## src/rtl/fb_pkg.sv

```systemverilog
// Shared frame-buffer types: default geometry, read-owner tags and arbiter states.
package fb_pkg;
  localparam int ADDR_W_DEF    = 17;
  localparam int DATA_W_DEF    = 32;
  localparam int NUM_ADDRS_DEF = 115200;

  typedef enum logic [1:0] {OWN_NONE, OWN_FETCH, OWN_DRAW} owner_e;
  typedef enum logic [1:0] {IDLE, FETCH, DRAW} arb_state_e;

  // oob marks a read whose address was out of range: its data returns as zero
  typedef struct packed {
    owner_e own;
    logic   oob;
  } rd_tag_t;
endpackage

```

## src/rtl/rd_tag_pipe.sv

```systemverilog
// Owner-tag delay line: a tag entered in the grant cycle emerges DEPTH cycles later,
// lined up with the memory read data.
module rd_tag_pipe
  import fb_pkg::*;
#(
  parameter int DEPTH = 2
) (
  input  logic    clk,
  input  logic    rst_,
  input  rd_tag_t i_tag,
  output rd_tag_t o_tag
);
  rd_tag_t r_pipe [DEPTH];

  always_ff @(posedge clk) begin
    if (rst_) begin
      for (int i = 0; i < DEPTH; i++) r_pipe[i] <= '0;
    end else begin
      r_pipe[0] <= i_tag;
      for (int i = 1; i < DEPTH; i++) r_pipe[i] <= r_pipe[i-1];
    end
  end

  assign o_tag = r_pipe[DEPTH-1];
endmodule

```

## src/rtl/frame_mem_arbiter.sv

```systemverilog
// Two-port frame-buffer arbiter: fetch has priority, draw is forced in after STARVE_MAX fetches.
// Define FRAME_MEM_ARB_STATS_EN to enable the grant statistics counters.
module frame_mem_arbiter
  import fb_pkg::*;
#(
  parameter int ADDR_W     = ADDR_W_DEF,
  parameter int DATA_W     = DATA_W_DEF,
  parameter int NUM_ADDRS  = NUM_ADDRS_DEF,
  parameter int RD_LAT     = 2,
  parameter int STARVE_MAX = 8
) (
  input  logic              clk,
  input  logic              rst_,
  input  logic              f_req,
  input  logic [ADDR_W-1:0] f_addr,
  output logic              f_gnt,
  output logic [DATA_W-1:0] f_rdata,
  output logic              f_rvalid,
  input  logic              d_req,
  input  logic              d_we,
  input  logic [ADDR_W-1:0] d_addr,
  input  logic [DATA_W-1:0] d_wdata,
  output logic              d_gnt,
  output logic [DATA_W-1:0] d_rdata,
  output logic              d_rvalid,
  output logic              mem_en,
  output logic              mem_we,
  output logic [ADDR_W-1:0] mem_addr,
  output logic [DATA_W-1:0] mem_wdata,
  input  logic [DATA_W-1:0] mem_rdata,
  output logic              err_oob,
  input  logic              err_clr,
  output logic [31:0]       stat_fetch,
  output logic [31:0]       stat_draw,
  output logic [15:0]       stat_starve
);
  localparam int CNT_W = $clog2(STARVE_MAX + 1);
  localparam logic [ADDR_W:0] LIM = (ADDR_W+1)'(NUM_ADDRS);

  arb_state_e       r_state, w_state_nxt;
  logic [CNT_W-1:0] r_starve, w_starve_nxt;
  logic             w_force, w_f_sel, w_d_sel, w_f_oob, w_d_oob, w_oob, r_err;
  rd_tag_t          w_tag_in, w_tag_out;

  assign w_f_oob = ({1'b0, f_addr} >= LIM);
  assign w_d_oob = ({1'b0, d_addr} >= LIM);
  assign w_force = d_req && (r_starve == CNT_W'(STARVE_MAX));

  always_ff @(posedge clk) begin
    if (rst_) begin
      r_state  <= IDLE;
      r_starve <= '0;
    end else begin
      r_state  <= w_state_nxt;
      r_starve <= w_starve_nxt;
    end
  end

  // The starve count only survives a run of back-to-back fetch grants with draw waiting
  always_comb begin
    w_state_nxt  = IDLE;
    w_starve_nxt = '0;
    w_f_sel      = 1'b0;
    w_d_sel      = 1'b0;
    if (!rst_) begin
      if (f_req && !w_force) begin
        w_f_sel     = 1'b1;
        w_state_nxt = FETCH;
        if (d_req) begin
          if (r_state != FETCH)                        w_starve_nxt = CNT_W'(1);
          else if (r_starve == CNT_W'(STARVE_MAX))     w_starve_nxt = r_starve;
          else                                         w_starve_nxt = r_starve + 1'b1;
        end
      end else if (d_req) begin
        w_d_sel     = 1'b1;
        w_state_nxt = DRAW;
      end
    end
  end

  assign f_gnt     = w_f_sel;
  assign d_gnt     = w_d_sel;
  assign w_oob     = (w_f_sel & w_f_oob) | (w_d_sel & w_d_oob);
  assign mem_en    = (w_f_sel | w_d_sel) & ~w_oob;
  assign mem_we    = w_d_sel & d_we & ~w_d_oob;
  assign mem_addr  = w_d_sel ? d_addr : f_addr;
  assign mem_wdata = d_wdata;

  always_comb begin
    w_tag_in     = '0;
    w_tag_in.oob = w_oob;
    if (w_f_sel)                w_tag_in.own = OWN_FETCH;
    else if (w_d_sel && !d_we)  w_tag_in.own = OWN_DRAW;
  end

  rd_tag_pipe #(.DEPTH(RD_LAT)) u_tag_pipe (
    .clk   (clk),
    .rst_  (rst_),
    .i_tag (w_tag_in),
    .o_tag (w_tag_out)
  );

  assign f_rvalid = ~rst_ & (w_tag_out.own == OWN_FETCH);
  assign d_rvalid = ~rst_ & (w_tag_out.own == OWN_DRAW);
  assign f_rdata  = w_tag_out.oob ? '0 : mem_rdata;
  assign d_rdata  = w_tag_out.oob ? '0 : mem_rdata;

  // A fresh violation outranks a clear issued in the same cycle
  always_ff @(posedge clk) begin
    if (rst_) r_err <= 1'b0;
    else      r_err <= w_oob | (r_err & ~err_clr);
  end
  assign err_oob = r_err & ~rst_;

`ifdef FRAME_MEM_ARB_STATS_EN
  logic [31:0] r_stat_fetch, r_stat_draw;
  logic [15:0] r_stat_starve;

  always_ff @(posedge clk) begin
    if (rst_) begin
      r_stat_fetch  <= '0;
      r_stat_draw   <= '0;
      r_stat_starve <= '0;
    end else begin
      if (w_f_sel)           r_stat_fetch  <= r_stat_fetch + 1'b1;
      if (w_d_sel)           r_stat_draw   <= r_stat_draw + 1'b1;
      if (w_d_sel && f_req)  r_stat_starve <= r_stat_starve + 1'b1;
    end
  end

  assign stat_fetch  = r_stat_fetch;
  assign stat_draw   = r_stat_draw;
  assign stat_starve = r_stat_starve;
`else
  assign stat_fetch  = '0;
  assign stat_draw   = '0;
  assign stat_starve = '0;
`endif
endmodule

```

## config.mk

```make
export PLATFORM = sky130hd
export DESIGN_NAME = frame_mem_arbiter
export DESIGN_NICKNAME = d
export VERILOG_FILES = /design/src/rtl/fb_pkg.sv /design/src/rtl/rd_tag_pipe.sv /design/src/rtl/frame_mem_arbiter.sv
export SDC_FILE = /design/constraint.sdc
export NUM_CORES = 1
export LEC_CHECK = 0
export BUFFER_PORTS_ARGS = -buffer_cell sky130_fd_sc_hd__buf_2
export CAP_MARGIN = 0
export CORE_AREA = 5 5 116 118
export CTS_CLUSTER_SIZE = 12
export DETAILED_ROUTE_END_ITERATION = 12
export DIE_AREA = 0 0 121 123
export GPL_TIMING_DRIVEN = 0
export PLACE_DENSITY_LB_ADDON = 0.05
export SLEW_MARGIN = 0
export SYNTH_ARGS = -nofsm -noshare
export SYNTH_HDL_FRONTEND = slang
export SYNTH_SLANG_ARGS = --single-unit
```

## constraint.sdc

```tcl
create_clock -name clk -period 2 [get_ports clk]
set_clock_uncertainty 0.1 [all_clocks]
set_input_delay 0.6 -clock clk [delete_from_list [all_inputs] [get_ports clk]]
set_output_delay 0.6 -clock clk [all_outputs]
set_load 0.03 [all_outputs]
```

# After elaboration in Yosys (flattened, before gate mapping)
# Memory sizes are Yosys's and may differ from the RTL's.
# Index checks and enable logic that the tools add are counted.
# W data, S select, Z words.
# word_totals
wordCells	60
reg_bits	7
input_bits	104
output_inout_bits	200
n_memories	1
ram_bits	6
# mem_list
name	words	width	rd	rd_ports_with_merged_regs	write_ports	line	source
u_tag_pipe.r_pipe	2	3	2	0	2	rd_tag_pipe.sv:13	rd_tag_t r_pipe [DEPTH];
# op_classes
reduce_logical	8
n_addsub	1
eq_ne	5
mux	18
n_bitwise	20
n_lt_le_gt_ge	2
# ops
operator	n
$ge A17 B17 Y1 const B	2
$mux W32	1
$mux W17	1
$mux W1	11
$and A1 B1 Y1	9
$mux W2	3
$mux W3	2
$not A1 Y1	6
$or A1 B1 Y1	5
$add A4 B1 Y4 const B	1
$eq A4 B4 Y1 const B	1
$reduce_or A4 Y1	1
$logic_and A1 B1 Y1	3
$reduce_or A3 Y1	1
$eq A2 B1 Y1 const B	1
$eq A2 B2 Y1 const B	1
$logic_not A1 Y1	2
$ne A2 B1 Y1 const B	1
$ne A2 B2 Y1 const B	1
$reduce_or A2 Y1	1

# Depth between registers and ports, before layout
# logic_depth
depth_word	10
ltp_mapped	7
mapped_depth_nobuf	6

# By module
# From an unflattened synthesis, not the netlist that was laid out.
# hier_totals
hier_cells	266
hier_area_um2	2132.0
# by_module_without_submodules
mod	area_each_um2	n_inst	cells_each	seq_area_each_um2
frame_mem_arbiter	1951.9	1	251	140.1
rd_tag_pipe	180.2	1	15	120.1

# Least setup slack after synthesis
# OpenSTA, ideal clock, no wires.
# synth_path
kind	reg-to-output
startpoint	register r_starve[0]
endpoint	output port mem_en
arrival_time_ns	1.993
required_ns	1.300
slack_ns	-0.693
stages_incl_launch_ff	8
n_path_buf	1
cell_sequence	dfxtp_1 inv_1 ha_1 and3b_4 o21ai_4 buf_6 inv_4 a221oi_1
# synth_via
elab_chain_cells	10
word_cells_on_any_way	14
cone_classes	eq/ne (1); mux (4); bitwise (6); reduce/logical (3)
# synth_lines
item	line	source
start, declared	frame_mem_arbiter.sv:41	logic [CNT_W-1:0] r_starve, w_starve_nxt;
start signal, assigned	frame_mem_arbiter.sv:55	r_starve <= w_starve_nxt;
$eq A4 B4 Y1 (*)	frame_mem_arbiter.sv:47	assign w_force = d_req && (r_starve == CNT_W'(STARVE_MAX));
$logic_and A1 B1 Y1 (*)	frame_mem_arbiter.sv:47	
$logic_not A1 Y1 (*)	frame_mem_arbiter.sv:66	if (f_req && !w_force) begin
$logic_and A1 B1 Y1 (*)	frame_mem_arbiter.sv:66	
$mux W1 (*)	frame_mem_arbiter.sv:66	
$mux W1 (*)	frame_mem_arbiter.sv:65	if (!rst_) begin
net d_gnt	frame_mem_arbiter.sv:23	output logic d_gnt,
$and A1 B1 Y1	frame_mem_arbiter.sv:83	assign w_oob = (w_f_sel & w_f_oob) | (w_d_sel & w_d_oob);
$or A1 B1 Y1	frame_mem_arbiter.sv:83	
$not A1 Y1	frame_mem_arbiter.sv:84	assign mem_en = (w_f_sel | w_d_sel) & ~w_oob;
$and A1 B1 Y1 (*)	frame_mem_arbiter.sv:84	
end, declared	frame_mem_arbiter.sv:26	output logic mem_en,
# Mark *: on every way through the listed nets, which the timed path passes. The rest lies on a longest branch.

# Final worst setup path
# layout_path
startpoint	register r_starve[1]
endpoint	output port mem_addr[16]
# layout_via
elab_chain_cells	7
# layout_lines
item	line	source
$eq A4 B4 Y1	frame_mem_arbiter.sv:47	
$logic_and A1 B1 Y1	frame_mem_arbiter.sv:47	
$logic_not A1 Y1	frame_mem_arbiter.sv:66	
$logic_and A1 B1 Y1	frame_mem_arbiter.sv:66	
$mux W1	frame_mem_arbiter.sv:66	
$mux W1	frame_mem_arbiter.sv:65	
$mux W17	frame_mem_arbiter.sv:86	assign mem_addr = w_d_sel ? d_addr : f_addr;
end, declared	frame_mem_arbiter.sv:28	output logic [ADDR_W-1:0] mem_addr,
# Every way passes these cells.

==> results.md <==
- Die Span Y: 123 um
- #FFs+latches synth: 13
- GR Util All Layers: 9.16%
- Slew Limit Fails: 0
- Critical-path cell list: inv_2, ha_4, and3b_4, o21ai_4, buf_12, inv_8, mux2_4, buf_6
- Outcome: finished with violations
- Final wirelength: 8150 um
- H-Tree Depth: 1
- HP Class: reg -> reg
- Initial Util: 17.0%
- PwrDens: 428 nW/um^2
- Syn Std Cell Area: 2100 sq um
- First-pass GRT wire length: 11000 um
- Synthesis Warnings: 0
- Fin util: 33.6%
- Largest net degree at the start of global routing: 11
- Synth top area cells: buf_4 52%, dfxtp_1 12%, nor2b_1 11%, mux2_2 8.6%, a21oi_1 1.2%
- I/O Buffers: 191
- P&R area growth vs syn: 97.7%
- Worst setup margin: -533 ps
- Slowest cell on crit path: dfxtp_2
- Die width: 121 um
- Sequential-to-total area share from yosys stat: 12.4%
- Cell Rows: 41
- Ports: 304
- CTS tree: done
- Final worst path period need: 2530 ps
- Per-cell routed wire length: 11.3 um
- Worst slew margin: 56.8%
- Synth top area share: 51.9%
- Clock Latency Late Sink: 240 ps
- Fillers: 1336
- Post-DRT Antenna Nets: 0
- Hold_buf cts: 0
- FMAX: 395 MHz
- Vias in the first global route: 2006
- Period utilization: 127%
- CTS sink count: 13
- Synth cell types: 30
- Slew @ Worst Pin: 648 ps
- Core area: 12400 sq um
- Tot Pwr: 1.78 mW
- CP peak stage delay: 330 ps
- Startpoint Class: flip-flop
- Crit path DAT: 1830 ps
- Antenna violations before repair: 0
- DR DRC count: 0
- Final GP Congestion: 0.709
- Worst path bufs/invs: 4
- Syn Inst Count: 262
- Required @ worst endpoint: 1300 ps
- Via count: 2230
- Vias per inst: 3.10
- CP Max Fanout: 5
- Share of layout cells above drive strength 1: 77.0%
- Post-Route Setup TNS: -10170 ps
- Drt first pass iters: 2
- Clock Pin Slew Worst Setup and Hold Paths: 40 ps
- Top cell family by delay on the critical path: buffers and inverters
- Setup crit end kind: output port
- N_diodes: 0
- Clock buffer depth: 2
- Final setup fails: 21
- CTS Root Cell: clkbuf_16
- Final Hold Viols: 0
- Failing checks: negative setup slack
- Leak: 2.47 nW
- Die area: 14900 sq um
- Detailed placement HPWL: 7450 um
- 1st-iter DRT viols: 20
- Final-stage net count: 654
- Number of max-cap violations: 0
- Global route overflow: 0
- RSZ-0062 raised after global routing: true
- Crit path kind: reg -> out
- Synth area leader: buf_4
- Mapped Avg Cell Area: 8.01 sq um
- Worst IR Drop VDD: 237 uV
- CTS Buf Count: 3
## cell usage after synthesis
master / count
buf_4: 145
nor2b_1: 38
mux2_2: 16
dfxtp_1: 13
a21oi_1: 5
clkbuf_1: 4
inv_1: 4
nand3_1: 4
nor2_1: 4
nand2_1: 3
nor3b_1: 3
a211oi_1: 2
ha_1: 2
nand3b_1: 2
nor3_1: 2
a211oi_2: 1
a221o_1: 1
a221oi_1: 1
a22o_1: 1
and2b_1: 1
and3b_4: 1
buf_6: 1
conb_1: 1
inv_4: 1
mux2_4: 1
nand4_1: 1
o21ai_4: 1
o21bai_1: 1
or2b_1: 1
xor2_1: 1
## cells in the final DEF (no fill, tap or decap), drive strengths merged
master  count
a211oi      3
a21oi       5
a221o       1
a221oi      1
a22o        1
and2b       1
and3b       1
buf       349
clkbuf      6
clkinv      1
conb       80
dfxtp      13
ha          2
inv         5
mux2       17
nand2       3
nand3       4
nand3b      2
nand4       1
nor2        4
nor2b      38
nor3        2
nor3b       3
o21ai       1
o21bai      1
or2b        1
xor2        1
## path summary, 6_finish.rpt
kind,startpoint,endpoint,slack [ps],cells after the start
hold reg to reg,u_tag_pipe.r_pipe[0][1],u_tag_pipe.r_pipe[0][4],330,1
hold / removal,u_tag_pipe.r_pipe[0][1],u_tag_pipe.r_pipe[0][4],330,1
setup / recovery,r_starve[1],mem_addr[16],-530,8
setup reg to reg,r_starve[1],r_err,320,7
## timing repair
item | CTS | global route
endpoints found under the hold margin | 0 | 0
cloned | 1 | 0
endpoints found under the setup margin | 84 | 23
pin swaps | 3 | 1
gates resized for setup | 68 | 1
setup buffers | 11 | 0
## logic make-up (layout without fill, tap and decap cells)
kind of cell,count (synthesis),in the layout,synth area share (%)
other,1,80,0.179
DFF,13,13,12.4
buffers and inverters,155,361,54.1
adders and majority gates,2,2,1.19
and+or+nand+nor,60,60,17.4
xor gates and xnor gates,1,1,0.417
AOI/OAI and AO/OA,13,13,4.95
muxes,17,17,9.30
## through the flow
| stage | hold WS (ps) | area (sq um) | std cells | worst slack, ps |
|---|---|---|---|---|
| after floorplan | 314 | 2590 | 341 | -283 |
| final | 332 | 4150 | 719 | -533 |
| after detailed placement | 325 | 3760 | 704 | -482 |
| after global routing | 361 | 4150 | 719 | -604 |
| after CTS | 336 | 4180 | 720 | -617 |
| after global placement | 317 | 3760 | 704 | -485 |
## sequential cells by signal, summed over array words and instances (netlist names)
| register | count |
|---|---|
| r_err | 1 |
| r_state | 2 |
| u_tag_pipe.r_pipe | 6 |
| r_starve | 4 |
## metal layers
metal / part of all wire [%] / global-route usage (%) / up-vias
met2: 55 / 18.0 / 140
met1: 31 / 9.30 / 911
li1: - / - / 1175
met5: 0 / 0 / -
met3: 13 / 3.43 / 4
met4: 0.54 / 1.49 / 0
## area by class of cell
class / count / area (sq um) / share of cell area, %
Tap cell: 172 / 215 / 5.19
Sequential cell: 13 / 264 / 6.36
Clock buffer: 3 / 75.1 / 1.81
Timing Repair Buffer: 202 / 1200 / 28.9
Inverter: 5 / 26.3 / 0.633
Clock inverter: 1 / 5.00 / 0.121
Buffer: 150 / 1160 / 28.1
Multi-Input combinational cell: 173 / 1200 / 29.0
## where the power goes
part / internal, mW / switching, mW
Combinational: 0.457 / 0.674
Sequential: 0.267 / 0.00281
Clock: 0.265 / 0.108
Total: 0.990 / 0.785
(Power assumes the default switching activity.)
